$ cat src/rtl/clk_divider_multi.sv
// clk_divider_multi: NUM_CH runtime-programmable clock dividers, glitch-free start/stop/ratio change.
// Optional CLK_DIV_ALIGN_EN: channels i>0 start in phase with channel 0's rising edge.
module clk_divider_multi #(
    parameter int NUM_CH      = 2,
    parameter int CNT_W       = 8,
    parameter int DEFAULT_DIV = 4
) (
    input  logic                    clk,
    input  logic                    reset,
    input  logic [NUM_CH-1:0]       ch_en,
    input  logic [NUM_CH*CNT_W-1:0] div_ratio,
    input  logic [NUM_CH-1:0]       div_load,
    output logic [NUM_CH-1:0]       slow_clk,
    output logic [NUM_CH-1:0]       rise_pulse,
    output logic [NUM_CH-1:0]       ch_active
);
    localparam logic [1:0] OFF  = 2'd0;
    localparam logic [1:0] HIGH = 2'd1;
    localparam logic [1:0] LOW  = 2'd2;
    localparam logic [CNT_W-1:0] DEF = CNT_W'(DEFAULT_DIV);
    localparam logic [CNT_W-1:0] ONE = CNT_W'(1);
    localparam logic [CNT_W-1:0] TWO = CNT_W'(2);

    logic [NUM_CH-1:0] start_ok;
`ifdef CLK_DIV_ALIGN_EN
    logic align_go;
    logic ch0_idle;
    assign align_go = ch_en[0] & ((g_ch[0].st == OFF) | (g_ch[0].st == LOW && g_ch[0].cnt == '0));
    assign ch0_idle = (g_ch[0].st == OFF) & ~ch_en[0];
    always_comb begin
        start_ok    = {NUM_CH{align_go | ch0_idle}};
        start_ok[0] = 1'b1;
    end
`else
    assign start_ok = '1;
`endif

    for (genvar i = 0; i < NUM_CH; i++) begin : g_ch
        logic [1:0]       st;
        logic [CNT_W-1:0] cnt, active_div, shadow, req, h_m1, l_m1;
        logic             rise, slow_q, rise_q, act_q;
        assign req  = div_ratio[i*CNT_W +: CNT_W];
        // new period takes its high length from shadow, low length from the ratio it started with
        assign h_m1 = (shadow - ONE) >> 1;
        assign l_m1 = (active_div >> 1) - ONE;
        assign rise = ch_en[i] & (((st == OFF) & start_ok[i]) | (st == LOW && cnt == '0));
        always_ff @(posedge clk) begin
            if (!reset) begin
                st         <= OFF;
                cnt        <= '0;
                active_div <= DEF;
                shadow     <= DEF;
                slow_q     <= 1'b0;
                rise_q     <= 1'b0;
                act_q      <= 1'b0;
            end else begin
                if (div_load[i]) shadow <= (req < TWO) ? TWO : req;
                rise_q <= rise;
                if (rise) begin
                    st         <= HIGH;
                    active_div <= shadow;
                    cnt        <= h_m1;
                    slow_q     <= 1'b1;
                    act_q      <= 1'b1;
                end else if (st == HIGH && cnt == '0) begin
                    st     <= LOW;
                    cnt    <= l_m1;
                    slow_q <= 1'b0;
                end else if (st == LOW && cnt == '0) begin
                    st    <= OFF;
                    act_q <= 1'b0;
                end else if (st != OFF) begin
                    cnt <= cnt - ONE;
                end
            end
        end
        assign slow_clk[i]   = slow_q;
        assign rise_pulse[i] = rise_q;
        assign ch_active[i]  = act_q;
    end
endmodule

$ cat config.mk
export PLATFORM = sky130hd
export DESIGN_NAME = clk_divider_multi
export DESIGN_NICKNAME = d
export VERILOG_FILES = /design/src/rtl/clk_divider_multi.sv
export SDC_FILE = /design/constraint.sdc
export NUM_CORES = 1
export LEC_CHECK = 0
export CAP_MARGIN = 0
export CORE_MARGIN = 1.5
export CORE_UTILIZATION = 45
export CTS_CLUSTER_DIAMETER = 200
export DETAILED_ROUTE_END_ITERATION = 12
export DONT_BUFFER_PORTS = 1
export GPL_TIMING_DRIVEN = 0
export PLACE_DENSITY = 0.68
export SLEW_MARGIN = 20
export SYNTH_ARGS = -nofsm -noshare
export SYNTH_HDL_FRONTEND = slang
export SYNTH_SLANG_ARGS = --single-unit
$ cat constraint.sdc
create_clock -name clk -period 5.6 [get_ports clk]
set_clock_uncertainty 0.2 [all_clocks]
set_input_delay 0.84 -clock clk [delete_from_list [all_inputs] [get_ports clk]]
set_output_delay 0.84 -clock clk [all_outputs]
set_load 0.02 [all_outputs]
==> impl_metrics.yaml <==
status:
  outcome: "finished, final reports clean"
run:
  drv_cap: 0
cts:
  cts_num_sinks: 56
  clkLatencyLatePin_ps: 310
  path_clk_slew_ps: 110
  clockRootBuffer: "clkbuf_8"
  cts_tree: "built"
  cts_resized: 0
  cts_buffers: 5
  cts-htree-levels: 2
  postCtsHoldBufs: 0
  postCtsSetupBuffers: 0
  clock_path_buffers: 2
die:
  die_width_um: 84.8
  rows: 29
  dieArea_sq_um: 7200
  core_region_area_sq_um: 6420
  fp.dieH_um: 84.8
  io_pins: 28
  initial_core_util_pct: 46.9
grt:
  grt_pass1_wl_mm: 11.7
  grt_pass1_vias: 2420
  grt_max_degree: 17
  antenna_found_initial: 0
  grt_util_all_layers_pct: 20.0
  grt_overflow: 0
place:
  port_buffers: 0
  dpl.hpwl_mm: 5.12
  gp_congestion: 0.909
  post_dp_cell_area_sq_um: 3110
worst_setup_path:
  cp_num_buf_inv: 1
  worstSetupPathType: "flop to flop"
  critPathCaptureType: "flop"
  cp_top_family: "simple AND/OR/NAND/NOR gates"
  cp_slowest_cell: "or3b_2"
  arrival_ps: 3080
  crit_chain: "or3_1 -> clkbuf_1 -> nor3_2 -> a21oi_1 -> ha_1 -> or3b_2 -> or4_1 -> and3_1 -> a21oi_1 -> o21ai_0"
  crit_path_start_kind: "flop"
  crit_required_ps: 5620
  slowest_delay_ps: 510
  cpMostUsedCell: "a21oi_1"
  cp_max_fo: 7
power_and_ir_drop:
  power_density_nw_per_um2: 333
  p_leak_nw: 1.25
  power.total_mw: 1.08
  ir_drop_mv: 0.150
finish:
  area_delta_synth_final_pct: 7.47
  antenna_cells: 0
  fin_nets: 399
  seq_area_sq_um: 1120
  drive_above_1_share_pct: 8.85
  fillers: 591
  multi_input_area_sq_um: 1730
  fin_area_sq_um: 3240
  final_util_pct: 50.4
synth:
  syn_area_per_cell_sq_um: 8.24
  netlist.top_cell.by_area: "dfxtp_1"
  async_flop_share_pct: 0
  syn_nets: 392
  yosys_register_bits: 56
  synth_flop_cell: "dfxtp_1"
  synth-seq-area-share_pct: 37.2
  yosys-top-cells-area: "dfxtp_1, mux2i_1, a21oi_1"
  syn_inst: 366
  synth_edf_count: 0
  ys_types: 57
  synth_top_area_share_pct: 37.2
  yosys_warnings: 0
  netlist_area_sq_um: 3010
  ys_top_cells_by_count: "dfxtp_1, nor2_1, a21oi_1"
  yosysMostFrequentCell: "dfxtp_1"
detailed_routing:
  drcViolationCount: 0
  dr.pass1.iters: 5
  vias: 2668
  ant_nets: 0
  first_iter_violations: 226
  drt-total-wl_mm: 7.03
  vias_per_cell: 5.93
  wl_per_cell_um: 15.6
sta:
  hold_viol: 0
  finalMaxSlewViolations: 0
  setup_tns_ps: 0
  period_share_pct: 54.8
  finalSetupViolations: 0
  slew_headroom_pct: 54.7
  min_period_ps: 3070
  worst_slew_pin_slew_ps: 675
  rsz0062_at_grt: "false"
  hold_slack_ps: 264
  max_freq_mhz: 326
hold_path:
  min-delay-path-class: "flop to flop"
==> placed cells by master, fill, tap and decap left out, drive strengths merged, types with 8 or more instances in the layout <==
master and n:
nor2 40, clkbuf 21, nand3 11, buf 11, xnor2 10, mux2i 20, dfxtp 56, inv 9
nor3 14, a21oi 38, o21ai 13, xor2 8, nand2 36
==> logic make-up after synthesis <==
family          after synthesis  share of synthesized area, %
compound gates               93                          21.2
simple gates                139                          22.7
mux                          20                          6.64
buf+inv                      36                          5.40
xor+xnor                     18                          5.23
fa+ha+maj                     4                          1.66
flops                        56                          37.2
==> worst paths after layout <==
kind         depth (start not counted)      startpoint  slack, ps             end
max                                 10  g_ch[0].cnt[6]       2530  g_ch[0].cnt[6]
min reg2reg                          2  g_ch[0].slow_q        260  g_ch[0].slow_q
max reg2reg                         10  g_ch[0].cnt[6]       2530  g_ch[0].cnt[6]
min                                  2  g_ch[0].slow_q        260  g_ch[0].slow_q
==> area by class of cell <==
| class | instances | area share, % |
|---|---|---|
| Tap cell | 77 | 2.97 |
| Multi-Input combinational cell | 274 | 53.4 |
| Sequential cell | 56 | 34.6 |
| Clock buffer | 5 | 2.12 |
| Clock inverter | 2 | 1.85 |
| Buffer | 27 | 3.98 |
| Inverter | 9 | 1.04 |
==> worst register-to-register path: stages, from the launching register on <==
cell	delay, ps
dfxtp_1	430
or3_1	140
clkbuf_1	270
nor3_2	130
a21oi_1	210
ha_1	210
or3b_2	510
or4_1	480
and3_1	190
a21oi_1	120
o21ai_0	80
==> state kept, by name (all words and copies together), names as in the netlist <==
name / cells
g_ch.st: 4
g_ch.rise_q: 2
g_ch.slow_q: 2
g_ch.cnt: 16
g_ch.shadow: 16
g_ch.active_div: 14
g_ch.act_q: 2
==> stage by stage <==
stage | instances | setup slack (ps)
floorplan | 366 | 2840
global placement | 443 | 2580
detailed placement | 443 | 2560
CTS | 450 | 2560
global route | 450 | 2350
finish | 450 | 2530
==> layer usage <==
| layer | global-route usage [%] | wire length [um] |
|---|---|---|
| met2 | 29.7 | 2970 |
| met1 | 29.4 | 3460 |
| met4 | 6.71 | 137 |
| met5 | 0 | 0 |
| met3 | 3.50 | 471 |
==> power breakdown <==
| part | internal (mW) | switching [mW] | leakage (nW) |
|---|---|---|---|
| clock | 0.176 | 0.134 | 0.0642 |
| sequential | 0.437 | 0.0475 | 0.461 |
| combinational | 0.119 | 0.164 | 0.728 |
| total | 0.732 | 0.346 | 1.25 |
Power figures use the tool's default switching activity.
